**config.mk**
```make
export PLATFORM = sky130hd
export DESIGN_NAME = pixel_dispatcher
export DESIGN_NICKNAME = d
export VERILOG_FILES = /design/src/rtl/mandel_pkg.sv /design/src/rtl/coord_stepper.sv /design/src/rtl/pixel_dispatcher.sv
export SDC_FILE = /design/constraint.sdc
export NUM_CORES = 1
export LEC_CHECK = 0
export ABC_AREA = 1
export BUFFER_PORTS_ARGS = -buffer_cell sky130_fd_sc_hd__buf_2
export CAP_MARGIN = 20
export CORE_MARGIN = 5
export CORE_UTILIZATION = 50
export CTS_BUF_LIST = sky130_fd_sc_hd__clkbuf_16
export DETAILED_ROUTE_END_ITERATION = 6
export PLACE_DENSITY = 0.78
export SYNTH_ARGS = -nofsm -noshare
export SYNTH_HDL_FRONTEND = slang
export SYNTH_SLANG_ARGS = --single-unit
```
**constraint.sdc**
```tcl
create_clock -name clk -period 2.04 [get_ports clk]
set_clock_uncertainty 0.15 [all_clocks]
set_input_delay 0.306 -clock clk [delete_from_list [all_inputs] [get_ports clk]]
set_output_delay 0.306 -clock clk [all_outputs]
set_load 0.02 [all_outputs]
```
**src/rtl/mandel_pkg.sv**
```systemverilog
// rtl/mandel_pkg.sv - shared widths, frame defaults and dispatcher state encoding
package mandel_pkg;

    localparam int COORD_W      = 27;
    localparam int FRAC_BITS    = 23;
    localparam int ITER_W       = 13;
    localparam int DEF_H_PIXELS = 640;
    localparam int DEF_V_PIXELS = 480;
    localparam int X_W          = 10;
    localparam int Y_W          = 9;

    typedef enum logic [2:0] {
        IDLE,
        LAUNCH,
        SETTLE,
        WAIT,
        EMIT
    } disp_state_t;

endpackage

```
**src/rtl/coord_stepper.sv**
```systemverilog
// rtl/coord_stepper.sv - raster x/y counters and complex-plane accumulators
module coord_stepper
    import mandel_pkg::*;
(
    input  logic                      clk,
    input  logic                      reset,
    input  logic                      load,
    input  logic                      step_x,
    input  logic                      next_row,
    input  logic signed [COORD_W-1:0] cr_start,
    input  logic signed [COORD_W-1:0] ci_start,
    input  logic signed [COORD_W-1:0] dx,
    input  logic signed [COORD_W-1:0] dy,
    output logic        [X_W-1:0]     x,
    output logic        [Y_W-1:0]     y,
    output logic signed [COORD_W-1:0] cr,
    output logic signed [COORD_W-1:0] ci
);

    // Frame parameters are frozen at load so input changes mid-frame are invisible.
    logic signed [COORD_W-1:0] cr_start_q;
    logic signed [COORD_W-1:0] dx_q;
    logic signed [COORD_W-1:0] dy_q;

    always_ff @(posedge clk or negedge reset) begin
        if (!reset) begin
            x          <= '0;
            y          <= '0;
            cr         <= '0;
            ci         <= '0;
            cr_start_q <= '0;
            dx_q       <= '0;
            dy_q       <= '0;
        end else if (load) begin
            x          <= '0;
            y          <= '0;
            cr         <= cr_start;
            ci         <= ci_start;
            cr_start_q <= cr_start;
            dx_q       <= dx;
            dy_q       <= dy;
        end else if (next_row) begin
            // Imaginary axis runs top-down, so each row subtracts dy.
            x  <= '0;
            y  <= y + 1'b1;
            cr <= cr_start_q;
            ci <= ci - dy_q;
        end else if (step_x) begin
            x  <= x + 1'b1;
            cr <= cr + dx_q;
        end
    end

endmodule

```
**src/rtl/pixel_dispatcher.sv**
```systemverilog
// rtl/pixel_dispatcher.sv - walks a frame in raster order, launching the solver per pixel
module pixel_dispatcher
    import mandel_pkg::*;
#(
    parameter int H_PIXELS = DEF_H_PIXELS,
    parameter int V_PIXELS = DEF_V_PIXELS
) (
    input  logic                      clk,
    input  logic                      reset,
    input  logic                      start,
    input  logic signed [COORD_W-1:0] cr_start,
    input  logic signed [COORD_W-1:0] ci_start,
    input  logic signed [COORD_W-1:0] dx,
    input  logic signed [COORD_W-1:0] dy,
    input  logic        [ITER_W-1:0]  max_iter,
    output logic signed [COORD_W-1:0] slv_cr,
    output logic signed [COORD_W-1:0] slv_ci,
    output logic        [ITER_W-1:0]  slv_max_iter,
    output logic                      slv_reset,
    input  logic        [ITER_W-1:0]  slv_iter,
    input  logic                      slv_done,
    output logic        [X_W-1:0]     pix_x,
    output logic        [Y_W-1:0]     pix_y,
    output logic        [ITER_W-1:0]  pix_iter,
    output logic                      pix_valid,
    input  logic                      pix_ready,
    output logic                      busy,
    output logic                      frame_done
);

    localparam logic [X_W-1:0] LAST_X = X_W'(H_PIXELS - 1);
    localparam logic [Y_W-1:0] LAST_Y = Y_W'(V_PIXELS - 1);

    disp_state_t state_q;
    disp_state_t state_d;

    logic load;
    logic step_x;
    logic next_row;
    logic frame_end;
    logic transfer;

    assign transfer = pix_valid && pix_ready;
    assign busy     = (state_q != IDLE);

    coord_stepper u_stepper (
        .clk      (clk),
        .reset    (reset),
        .load     (load),
        .step_x   (step_x),
        .next_row (next_row),
        .cr_start (cr_start),
        .ci_start (ci_start),
        .dx       (dx),
        .dy       (dy),
        .x        (pix_x),
        .y        (pix_y),
        .cr       (slv_cr),
        .ci       (slv_ci)
    );

    always_comb begin
        state_d   = state_q;
        load      = 1'b0;
        step_x    = 1'b0;
        next_row  = 1'b0;
        frame_end = 1'b0;
        case (state_q)
            IDLE: begin
                if (start) begin
                    load    = 1'b1;
                    state_d = LAUNCH;
                end
            end
            LAUNCH: state_d = SETTLE;
            // The solver only sees the restart at the end of LAUNCH, so done is
            // not trusted until one cycle later.
            SETTLE: state_d = WAIT;
            WAIT: begin
                if (slv_done) begin
                    state_d = EMIT;
                end
            end
            EMIT: begin
                if (transfer) begin
                    if (pix_x == LAST_X && pix_y == LAST_Y) begin
                        frame_end = 1'b1;
                        state_d   = IDLE;
                    end else if (pix_x == LAST_X) begin
                        next_row = 1'b1;
                        state_d  = LAUNCH;
                    end else begin
                        step_x  = 1'b1;
                        state_d = LAUNCH;
                    end
                end
            end
            default: state_d = IDLE;
        endcase
    end

    always_ff @(posedge clk or negedge reset) begin
        if (!reset) begin
            state_q      <= IDLE;
            slv_reset    <= 1'b1;
            slv_max_iter <= '0;
            pix_iter     <= '0;
            pix_valid    <= 1'b0;
            frame_done   <= 1'b0;
        end else begin
            state_q    <= state_d;
            // Registered from next state so the restart aligns with IDLE and LAUNCH.
            slv_reset  <= (state_d == IDLE) || (state_d == LAUNCH);
            frame_done <= frame_end;
            if (load) begin
                slv_max_iter <= max_iter;
            end
            if (state_q == WAIT && slv_done) begin
                pix_iter  <= slv_iter;
                pix_valid <= 1'b1;
            end else if (transfer) begin
                pix_valid <= 1'b0;
            end
        end
    end

endmodule

```
==> summary.md, run 1 <==
| Metric | Value |
|---|---|
| Primary FF master, synth | `dfrtp_1` |
| Worst setup slack after layout | `-0.202 ns` |
| DIE AREA | `26100 sq um` |
| Syn_area_per_cell | `7.16 sq um` |
| Die W | `161 um` |
| Final Non-Filler Cells | `2447` |
| DRT iter0 DRCs | `1486` |
| Global-route wire length before repair | `65700 um` |
| Routed Antenna Nets | `0` |
| R2R Path Start | `u_stepper.ci[5]` |
| Setup violators final | `46` |
| Cells after synthesis | `around 1600` |
| CP startpoint | `u_stepper.ci[5]` |
| Total grt overflow | `0` |
| Final Hold Vio Count | `0` |
| Number of diodes | `0` |
| CP Max Fanout | `4` |
| Ys async rst share | `1.00` |
| Pleak | `approximately 9.4 nW` |
| H-tree Lvls | `4` |
| Share of layout cells above drive strength 1 | `0.369` |
| Root buffer cell | `clkbuf_16` |
| Peak supply drop | `1.25 mV` |
| Mapped Area | `11500 sq um` |
| Cell Rows | `55` |
| Syn_nets | `1796` |
| Worst-Margin Slew | `~0.46 ns` |
| Sink Count | `186` |
| Fillers | `~1300` |
| Unique cell type count in the Yosys netlist | `48` |
| First-pass DRT Iterations | `5` |
| Fmax | `446 MHz` |
| # DRC | `0` |
| Max Cap Violations | `0` |
| CP Cell Sequence | `ha_4 -> a21oi_1 -> buf_4 -> nand2_4 -> nand4_1 -> nand3_1 -> nand2_1 -> nand3_2 -> nand2_1 -> nand2_1` |
| Seq/Total Area, Yosys | `0.406` |
| Port-buffer cells | `241` |
| Vias in the first global route | `13500` |
| Hold path start | `ci_start[2]` |
| CP Launch Type | `flop` |
| Post-DP HPWL | `27500 um` |
| Wire length per cell | `19.2 um` |
| Initial Util | `0.506` |
| Power Total | `34.0 mW` |
| Unrepaired setup endpoints after global routing | `true` |
| Crit-path max cell delay | `between 0.4 and 0.5 ns` |
| Outcome | `complete, but fails checks` |
| Largest net degree at the start of global routing | `72` |
| CTS tree | `yes` |
| Initial antenna violation count | `1` |
| Tot GR Track Use | `0.311` |
| Longest Clk Path Bufs | `2` |
| Post-Route Setup TNS | `-2.91 ns` |
| Pins Over Slew Limit | `0` |
| Worst Path Class, Setup | `reg -> reg` |
| TritonCTS Buffers | `17` |
| Largest delay contributor family on the critical path | `simple AND/OR/NAND/NOR gates` |
| Critical Path Sink Type | `flop` |
| Clk_lat worst skew | `0.46 ns` |
| Failing checks | `negative setup slack` |
| Final period util | `1.10` |
| Crit-path most repeated cell | `nand2_1` |
| Sequential cell area | `around 4700 sq um` |
| Power density over cell area | `1870 nW/um^2` |
| Area grow syn2layout | `58.5%` |
| Max-Slew Margin vs Limit | `0.691` |
| Min Tclk post-route | `2.24 ns` |
| Data arrival, critical path | `about 2.4 ns` |
| Req. time, crit path | `between 2 and 2.5 ns` |
| Via count | `roughly 14000` |
| Slowest stage cell, crit path | `dfrtp_1` |
| GP Congestion | `1.01` |
| Number of synthesis warnings | `0` |
| Drt total wl | `~47000 um` |
| Hold slack | `0.00497 ns` |
| Core Area | `roughly 23000 sq um` |
| Via-per-instance ratio | `5.63` |
| Placed insts | `2261` |
| HP Class | `in -> reg` |
| Post-synth EDFFs | `0` |
| Num ports | `242` |
| Layout Nets | `2344` |
| Clock slew at reported path FFs | `0.09 ns` |
| Number of synthesized register bits | `186` |
| Die height | `161 um` |
| Multi-input logic area | `7260 sq um` |
| WP buf/inv | `1` |
==> synthesized netlist by cell type (all sizes together) (2+ instances only) <==
cell type | n | area [sq um]
o21a | 2 | 15.0
inv | 223 | 840
xor2 | 9 | 78.8
clkbuf | 14 | 52.6
nor3 | 23 | 126
o211ai | 3 | 27.5
fa | 2 | 40.0
buf | 31 | 195
nand4 | 25 | 163
xnor2 | 12 | 105
o21bai | 8 | 60.1
dfrtp | 185 | 4630
a21o | 6 | 45.0
or2 | 4 | 25.0
ha | 54 | 676
o31ai | 2 | 25.0
nor2 | 124 | 470
o21ai | 95 | 475
a211oi | 3 | 27.5
a21oi | 83 | 415
nand2 | 561 | 2130
and2 | 3 | 18.8
a22oi | 2 | 20.0
nand3 | 83 | 443
mux2 | 13 | 146
nand3b | 3 | 22.5
o22ai | 17 | 106
a31oi | 7 | 43.8
==> worst register-to-register path, delay by kind of cell, from the launching register on <==
kind            cells  cell delay (ns)
compound gates      1             0.32
buf+inv             1             0.20
simple gates        7             0.67
flops               1             0.48
fa+ha+maj           1             0.31
==> layer usage <==
| metal | vias to the layer above | track usage | share of wire |
|---|---|---|---|
| met5 | - | 0 | 0.00015 |
| met4 | 2 | 0.147 | 0.058 |
| met3 | 254 | 0.0702 | 0.084 |
| met1 | 6463 | 0.357 | 0.36 |
| met2 | 863 | 0.549 | 0.49 |
| li1 | 6200 | - | - |
==> cells by family after synthesis <==
| group | Yosys count | synth area share |
|---|---|---|
| compound gates | 228 | 0.110 |
| xor+xnor | 21 | 0.0160 |
| fa+ha+maj | 56 | 0.0624 |
| buf+inv | 269 | 0.0951 |
| flops | 186 | 0.406 |
| mux | 13 | 0.0128 |
| simple gates | 828 | 0.298 |
==> per-stage QoR <==
step / setup slack [ns] / util / area [sq um]
2_1_floorplan: -0.0153 / - / 11500
3_5_place_dp: -0.150 / 0.635 / 14400
3_3_place_gp: -0.0803 / 0.635 / 14400
5_1_grt: -0.292 / 0.803 / 18200
6_report: -0.202 / 0.803 / 18200
4_1_cts: -0.0576 / 0.745 / 16900
==> cell type report <==
| type | count | share of cell area |
|---|---|---|
| Multi-Input combinational cell | 1147 | 0.399 |
| Sequential cell | 186 | 0.257 |
| Timing Repair Buffer | 572 | 0.242 |
| Inverter | 224 | 0.0494 |
| Clock buffer | 17 | 0.0234 |
| Tap cell | 285 | 0.0196 |
| Clock inverter | 15 | 0.00868 |
| Timing Repair inverter | 1 | 0.000620 |
==> report_power, final <==
| group | switching (mW) | internal (mW) | total [mW] |
|---|---|---|---|
| clock | 1.74 | 1.64 | 3.38 |
| sequential | 1.25 | 5.30 | 6.55 |
| combinational | 13.8 | 10.3 | 24.1 |
==> registers in the layout (all words and copies together) (netlist names) <==
register and flops:
u_stepper.cr_start_q 27, u_stepper.dx_q 27, pix_iter 13, state_q 3, u_stepper.y 9, u_stepper.ci 27, slv_reset 1, u_stepper.dy_q 27
u_stepper.cr 27, pix_valid 1, slv_max_iter 13, frame_done 1, u_stepper.x 10
==> path summary, 6_finish.rpt <==
kind                                           end  slack, ns  depth (start not counted)
max                               u_stepper.ci[22]      -0.20                         10
min                                u_stepper.ci[2]      0.005                          3
max reg2reg                       u_stepper.ci[22]      -0.20                         10
min reg2reg                        slv_max_iter[3]       0.33                          2
max in group asynchronous          u_stepper.ci[0]       0.86                          3
min in group asynchronous  u_stepper.cr_start_q[4]       0.23                          2
==> layout by cell type, fill, tap and decap left out, drive strengths merged, types with 25 or more instances in the layout <==
cell type	instances
a21oi	83
buf	456
dfrtp	185
dlygate4sd3	109
ha	54
inv	232
nand2	561
nand3	84
nand4	25
nor2	124
o21ai	95
==> timing repair <==
action,4_1_cts,5_1_grt
gates resized for setup,104,248
buffers inserted,11,26
setup endpoints to repair,49,87
hold buffers,109,0
gates cloned,5,7
pin swaps,20,54
endpoints found under the hold margin,149,0
Note: power is estimated with default switching activity, not from simulation.
==> run 2, diff against run 1 <==
--- a/config.mk
+++ b/config.mk
@@ -6,13 +6,13 @@
 export NUM_CORES = 1
 export LEC_CHECK = 0
 export ABC_AREA = 1
-export BUFFER_PORTS_ARGS = -buffer_cell sky130_fd_sc_hd__buf_2
 export CAP_MARGIN = 20
 export CORE_MARGIN = 5
-export CORE_UTILIZATION = 50
+export CORE_UTILIZATION = 56
 export CTS_BUF_LIST = sky130_fd_sc_hd__clkbuf_16
 export DETAILED_ROUTE_END_ITERATION = 6
-export PLACE_DENSITY = 0.78
+export DONT_BUFFER_PORTS = 1
+export PLACE_DENSITY = 0.75
 export SYNTH_ARGS = -nofsm -noshare
 export SYNTH_HDL_FRONTEND = slang
 export SYNTH_SLANG_ARGS = --single-unit
==> run 2 against run 1 <==
Against the previous run: the flow finishes with violations (negative hold slack, negative setup slack); critical path type unchanged; non-clock buffer count decreased by 199; global-route usage up 1.7 points; combinational power fell by 3%; largest power group unchanged; final cell count down 8.6%; register-to-register slack lost 0.03 ns.
==> summary.md, run 2 (synthesis results as in run 1) <==
| Metric | Value |
|---|---|
| Outcome | `complete, but fails checks (unchanged)` |
| Failing checks | `negative hold slack, negative setup slack (was negative setup slack)` |
| Power density over cell area | `1960 nW/um^2 (was 1870 nW/um^2)` |
| Pleak | `8.61 nW (was 9.39 nW)` |
| Clock slew at reported path FFs | `0.08 ns (was 0.09 ns)` |
| Unrepaired setup endpoints after global routing | `true (unchanged)` |
| Commonest non-fill, non-tap cells in the layout | `nand2_1 (491), inv_1 (204), buf_4 (199) (was nand2_1 (497), buf_2 (240), inv_1 (205))` |
| Die height | `153 um (was 161 um)` |
| Post-DP HPWL | `26100 um (was 27500 um)` |
| Multi-input logic area | `7250 sq um (was 7260 sq um)` |
| CTS tree | `yes (unchanged)` |
| Req. time, crit path | `2.23 ns (about the same)` |
| DRT iter0 DRCs | `1293 (was 1486)` |
| Num ports | `242 (unchanged)` |
| Pins Over Slew Limit | `0 (unchanged)` |
| Longest Clk Path Bufs | `2 (unchanged)` |
| GP Congestion | `0.990 (was 1.01)` |
| Placement Cell Area | `13200 sq um (was 14400 sq um)` |
| Cell Rows | `52 (was 55)` |
| Crit-path max cell delay | `0.43 ns (was 0.48 ns)` |
| Worst setup slack after layout | `-0.233 ns (was -0.202 ns)` |
| Slowest stage cell, crit path | `dfrtp_2 (was dfrtp_1)` |
| Total grt overflow | `0 (unchanged)` |
| Layout Nets | `2145 (was 2344)` |
| Dpl ws | `-0.193 ns (was -0.150 ns)` |
| CP Max Fanout | `4 (unchanged)` |
| HP Class | `in -> async (was in -> reg)` |
| Initial Util | `0.569 (was 0.506)` |
| Hold slack | `-0.592 ns (was 0.00497 ns)` |
| CP Launch Type | `flop (unchanged)` |
| Final period util | `1.11 (was 1.10)` |
| First-pass DRT Iterations | `7 (was 5)` |
| Via-per-instance ratio | `5.89 (was 5.63)` |
| Share of layout cells above drive strength 1 | `0.299 (was 0.369)` |
| Min Tclk post-route | `2.27 ns (was 2.24 ns)` |
| DIE AREA | `23400 sq um (was 26100 sq um)` |
| Tot GR Track Use | `0.327 (was 0.311)` |
| Global-route wire length before repair | `62400 um (was 65700 um)` |
| Finished Cell Area | `17200 sq um (was 18200 sq um)` |
| Root buffer cell | `clkbuf_16 (unchanged)` |
| Setup violators final | `55 (was 46)` |
| Max-Slew Margin vs Limit | `0.694 (was 0.691)` |
| Port-buffer cells | `0 (was 241)` |
| Commonest non-fill, non-tap cell in the layout | `nand2_1 (unchanged)` |
| Data arrival, critical path | `2.46 ns (was 2.43 ns)` |
| Final Hold Vio Count | `186 (was 0)` |
| Via count | `13200 (was 13800)` |
| Sequential cell area | `4660 sq um (about the same)` |
| Fillers | `1071 (was 1296)` |
| Worst Path Class, Setup | `reg -> reg (unchanged)` |
| Hold buffers post-CTS | `130 (was 109)` |
| Routed Antenna Nets | `0 (unchanged)` |
| Sink Count | `186 (unchanged)` |
| Die W | `153 um (was 161 um)` |
| CP Cell Sequence | `inv_2 -> ha_4 -> inv_2 -> fa_2 -> nand3_2 -> nand2_4 -> a21oi_1 -> o21bai_1 -> xor2_1 -> o21bai_1 -> inv_1 (was ha_4 -> a21oi_1 -> buf_4 -> nand2_4 -> nand4_1 -> nand3_1 -> nand2_1 -> nand3_2 -> nand2_1 -> nand2_1)` |
| H-tree Lvls | `4 (unchanged)` |
| Initial antenna violation count | `5 (was 1)` |
| Worst-Margin Slew | `0.456 ns (was 0.463 ns)` |
| Max Cap Violations | `0 (unchanged)` |
| # DRC | `0 (unchanged)` |
| Fmax | `440 MHz (was 446 MHz)` |
| Core Area | `20200 sq um (was 22600 sq um)` |
| Drt total wl | `45600 um (was 47100 um)` |
| Peak supply drop | `1.38 mV (was 1.25 mV)` |
| TritonCTS Buffers | `17 (unchanged)` |
| Vias in the first global route | `12400 (was 13500)` |
| Clk_lat worst skew | `0.45 ns (was 0.46 ns)` |
| Area grow syn2layout | `50.1% (was 58.5%)` |
| Largest net degree at the start of global routing | `187 (was 72)` |
| Wire length per cell | `20.4 um (was 19.2 um)` |
| Critical Path Sink Type | `flop (unchanged)` |
-- run 2: cell types whose count changed in the layout (fill, tap and decap cells not counted), moves of 5 or more --
cell	before	now
dlygate4sd3_1	109	130
a21oi_2	40	33
buf_2	240	0
nand3_2	19	27
a21oi_1	39	48
nand2_1	497	491
buf_6	11	23
o21ai_0	69	64
nand3_1	57	50
o21ai_1	15	20
buf_4	184	199
-- run 2: report_power, final --
group	switching, mW	internal (mW)	leakage (nW)
Sequential	1.69	5.30	2.29
Clock	1.67	1.61	0.276
Combinational	13.4	10.1	6.05
-- run 2: worst paths after layout --
kind | from | to | slack, ns | depth (start not counted)
worst max-delay path | u_stepper.ci[0] | u_stepper.ci[12] | -0.23 | 11
worst max register to register | u_stepper.ci[0] | u_stepper.ci[12] | -0.23 | 11
worst min register to register | u_stepper.cr_start_q[22] | u_stepper.cr_start_q[22] | 0.34 | 2
min in group clk | ci_start[16] | u_stepper.ci[16] | 0.01 | 3
max in group asynchronous | reset | slv_reset | 1.98 | 0
worst min-delay path | reset | u_stepper.x[8] | -0.59 | 0
-- run 2: layout make-up --
| class | instances | area share |
|---|---|---|
| Antenna cell | 4 | 0.000581 |
| Clock buffer | 17 | 0.0247 |
| Clock inverter | 15 | 0.00778 |
| Inverter | 224 | 0.0519 |
| Multi-Input combinational cell | 1146 | 0.421 |
| Sequential cell | 186 | 0.271 |
| Tap cell | 270 | 0.0196 |
| Timing Repair Buffer | 373 | 0.202 |
| Timing Repair inverter | 2 | 0.00116 |
-- run 2: what timing repair did --
item	4_1_cts	5_1_grt
gates resized for setup	106	274
setup endpoints to repair	50	64
setup buffers	7	36
endpoints found under the hold margin	329	186
cloned	0	9
pin swaps	37	77
-- run 2: stage by stage --
stage	TNS, ns	cells	hold WS, ns	total power [mW]	utilization
floorplan	-0.0153	1601	-0.140	17.1	-
global placement	-1.53	2021	-0.132	23.1	0.655
detailed placement	-2.14	2021	-0.132	23.5	0.655
CTS	-0.671	2190	-0.599	28.7	0.778
global route	-11.32	2237	-0.603	35.6	0.854
finish	-6.51	2237	-0.592	33.7	0.854
-- run 2: layer usage --
metal | vias to the layer above | wire length, um | GRT usage
met2 | 831 | 22700 | 0.586
met4 | 2 | 2780 | 0.117
li1 | 5813 | - | -
met3 | 255 | 3980 | 0.0735
met5 | - | 11 | 0
met1 | 6264 | 16100 | 0.386
-- run 2: critical path, delay by kind of cell (launching register included) --
| kind | cells | cell delay [ns] |
|---|---|---|
| buffers and inverters | 3 | 0.20 |
| AOI/OAI and AO/OA | 3 | 0.52 |
| DFF | 1 | 0.43 |
| and+or+nand+nor | 2 | 0.17 |
| xor gates and xnor gates | 1 | 0.17 |
| adders and majority gates | 2 | 0.54 |
==> run 3, diff against run 2 <==
--- a/config.mk
+++ b/config.mk
@@ -12,6 +12,7 @@
 export CTS_BUF_LIST = sky130_fd_sc_hd__clkbuf_16
 export DETAILED_ROUTE_END_ITERATION = 6
 export DONT_BUFFER_PORTS = 1
+export MAX_ROUTING_LAYER = met4
 export PLACE_DENSITY = 0.75
 export SYNTH_ARGS = -nofsm -noshare
 export SYNTH_HDL_FRONTEND = slang
==> run 3 against run 2 <==
Against the previous run: the run ends with design-rule violations, negative hold slack, negative setup slack left; largest cell class unchanged; total power increased by 2.6%; global-route usage increased by 1.2 points; critical path depth decreased by 2; critical path type unchanged; largest power group unchanged; clock power increased by 7.9%.
==> summary.md, run 3 (synthesis results as in run 1) <==
| Metric | Value |
|---|---|
| Die W | `153 um (unchanged)` |
| CP Cell Sequence | `nor3_1 -> nand3_2 -> inv_2 -> nand2_8 -> nand3_4 -> clkbuf_16 -> nand4_1 -> a21oi_1 -> nor2_1 (was inv_2 -> ha_4 -> inv_2 -> fa_2 -> nand3_2 -> nand2_4 -> a21oi_1 -> o21bai_1 -> xor2_1 -> o21bai_1 -> inv_1)` |
| Fmax | `410 MHz (was 440 MHz)` |
| Global-route wire length before repair | `62900 um (was 62400 um)` |
| Final Non-Filler Cells | `2250 (was 2237)` |
| Die height | `153 um (unchanged)` |
| Power density over cell area | `1960 nW/um^2 (about the same)` |
| H-tree Lvls | `4 (unchanged)` |
| Slowest stage cell, crit path | `nor3_1 (was dfrtp_2)` |
| Final Hold Vio Count | `186 (unchanged)` |
| Failing checks | `design-rule violations, negative hold slack, negative setup slack (was negative hold slack, negative setup slack)` |
| Post-DP HPWL | `26400 um (was 26100 um)` |
| Outcome | `complete, but fails checks (unchanged)` |
| Req. time, crit path | `2.22 ns (was 2.23 ns)` |
| Cell Rows | `52 (unchanged)` |
| Worst-Margin Slew | `0.589 ns (was 0.456 ns)` |
| Clk_lat worst skew | `0.45 ns (about the same)` |
| Worst Path Class, Setup | `reg -> reg (unchanged)` |
| Drt total wl | `47200 um (was 45600 um)` |
| Commonest non-fill, non-tap cell in the layout | `nand2_1 (unchanged)` |
| Clock slew at reported path FFs | `0.08 ns (about the same)` |
| Share of layout cells above drive strength 1 | `0.323 (was 0.299)` |
| Via-per-instance ratio | `5.93 (was 5.89)` |
| Core Area | `20200 sq um (unchanged)` |
| Hold slack | `-0.608 ns (was -0.592 ns)` |
| Final Util | `0.873 (was 0.854)` |
| R2R Path Start | `u_stepper.x[7] (was u_stepper.ci[0])` |
| Peak supply drop | `1.39 mV (was 1.38 mV)` |
| Largest net degree at the start of global routing | `187 (unchanged)` |
| Wire length per cell | `21.0 um (was 20.4 um)` |
| Largest delay contributor family on the critical path | `simple AND/OR/NAND/NOR gates (was adder cells)` |
| Total grt overflow | `0 (unchanged)` |
| # DRC | `6 (was 0)` |
| Vias in the first global route | `12600 (was 12400)` |
| Max-Slew Margin vs Limit | `0.607 (was 0.694)` |
| CTS tree | `yes (unchanged)` |
| CP Launch Type | `flop (unchanged)` |
| Routed Antenna Nets | `0 (unchanged)` |
| Commonest non-fill, non-tap cells in the layout | `nand2_1 (480), buf_4 (210), inv_1 (200) (was nand2_1 (491), inv_1 (204), buf_4 (199))` |
| Layout Nets | `2159 (was 2145)` |
| Placement Cell Area | `13300 sq um (was 13200 sq um)` |
| Tot GR Track Use | `0.339 (was 0.327)` |
| Num ports | `242 (unchanged)` |
| Initial Util | `0.569 (unchanged)` |
| Min Tclk post-route | `2.44 ns (was 2.27 ns)` |
| Critical Path Sink Type | `flop (unchanged)` |
| Pleak | `8.76 nW (was 8.61 nW)` |
| HP Class | `in -> async (unchanged)` |
| Unrepaired setup endpoints after global routing | `true (unchanged)` |
| GP Congestion | `0.982 (was 0.990)` |
| First-pass DRT Iterations | `7 (unchanged)` |
| Final period util | `1.20 (was 1.11)` |
| Max Cap Violations | `0 (unchanged)` |
| Dpl ws | `-0.230 ns (was -0.193 ns)` |
| DIE AREA | `23400 sq um (unchanged)` |
| Crit-path max cell delay | `0.49 ns (was 0.43 ns)` |
| Worst setup slack after layout | `-0.399 ns (was -0.233 ns)` |
| Port-buffer cells | `0 (unchanged)` |
| Pins Over Slew Limit | `0 (unchanged)` |
| Setup violators final | `73 (was 55)` |
| Via count | `13300 (was 13200)` |
| R2R cell count | `9 (was 11)` |
| Sink Count | `186 (unchanged)` |
| Hold buffers post-CTS | `132 (was 130)` |
| DRT iter0 DRCs | `1276 (was 1293)` |
| WP buf/inv | `2 (was 3)` |
| Setup slack, reg-to-reg | `-0.40 ns (was -0.23 ns)` |
| Area grow syn2layout | `53.6% (was 50.1%)` |
| Initial antenna violation count | `3 (was 5)` |
| Placed insts | `2028 (was 2021)` |
| Data arrival, critical path | `2.62 ns (was 2.46 ns)` |
| Root buffer cell | `clkbuf_16 (unchanged)` |
| TritonCTS Buffers | `17 (unchanged)` |
| Longest Clk Path Bufs | `2 (unchanged)` |
| Finished Cell Area | `17600 sq um (was 17200 sq um)` |
| CP Max Fanout | `8 (was 4)` |
| Fillers | `1006 (was 1071)` |
| RR Endpoint | `u_stepper.cr[11] (was u_stepper.ci[12])` |
-- run 3: per-layer routing --
layer / vias up / wire length [um] / global-route usage
li1: 5837 / - / -
met1: 6334 / 16600 / 0.393
met2: 851 / 23100 / 0.569
met3: 317 / 4100 / 0.0696
met4: 0 / 3400 / 0.154
met5: - / 0 / -
-- run 3: final cells by class --
cell class	instances	area, sq um	area share
Timing Repair inverter	3	26.3	0.00149
Antenna cell	3	7.51	0.000426
Timing Repair Buffer	386	3640	0.206
Clock inverter	15	181	0.0103
Tap cell	270	338	0.0192
Multi-Input combinational cell	1146	7440	0.422
Clock buffer	17	425	0.0242
Inverter	224	898	0.0510
Sequential cell	186	4660	0.265
-- run 3: worst reg2reg max path: cells and delay by family (launching register included) --
family          cells  cell delay (ns)
buf+inv             2             0.37
flops               1             0.39
compound gates      1             0.20
simple gates        6             1.21
-- run 3: how the worst max path moves through the flow --
stage | startpoint | end | cells after the start
after CTS | u_stepper.dx_q[0] | u_stepper.cr[12] | 13
after global placement | u_stepper.cr[0] | u_stepper.cr[12] | 13
after detailed placement | u_stepper.dx_q[0] | u_stepper.cr[12] | 13
final | u_stepper.x[7] | u_stepper.cr[11] | 9
after global routing | u_stepper.x[7] | u_stepper.cr[11] | 9
after floorplan | u_stepper.ci[0] | u_stepper.ci[26] | 16
-- run 3: through the flow --
stage | hold slack [ns] | TNS, ns | power, mW
2_1_floorplan | -0.140 | -0.0153 | 17.1
3_3_place_gp | -0.133 | -1.34 | 23.2
3_5_place_dp | -0.135 | -2.41 | 23.6
4_1_cts | -0.605 | -0.715 | 29.0
5_1_grt | -0.615 | -15.79 | 36.4
6_report | -0.608 | -14.68 | 34.6
-- run 3: report_power, final --
part / switching, mW / internal [mW]
registers: 1.65 / 5.30
logic: 13.8 / 10.3
clock network: 1.68 / 1.86
-- run 3: repair_timing --
action,CTS,global route
setup endpoints to repair,43,79
endpoints found under the hold margin,332,186
pin swaps,31,81
cloned,0,14
buffers inserted,8,33
gates resized for setup,100,330
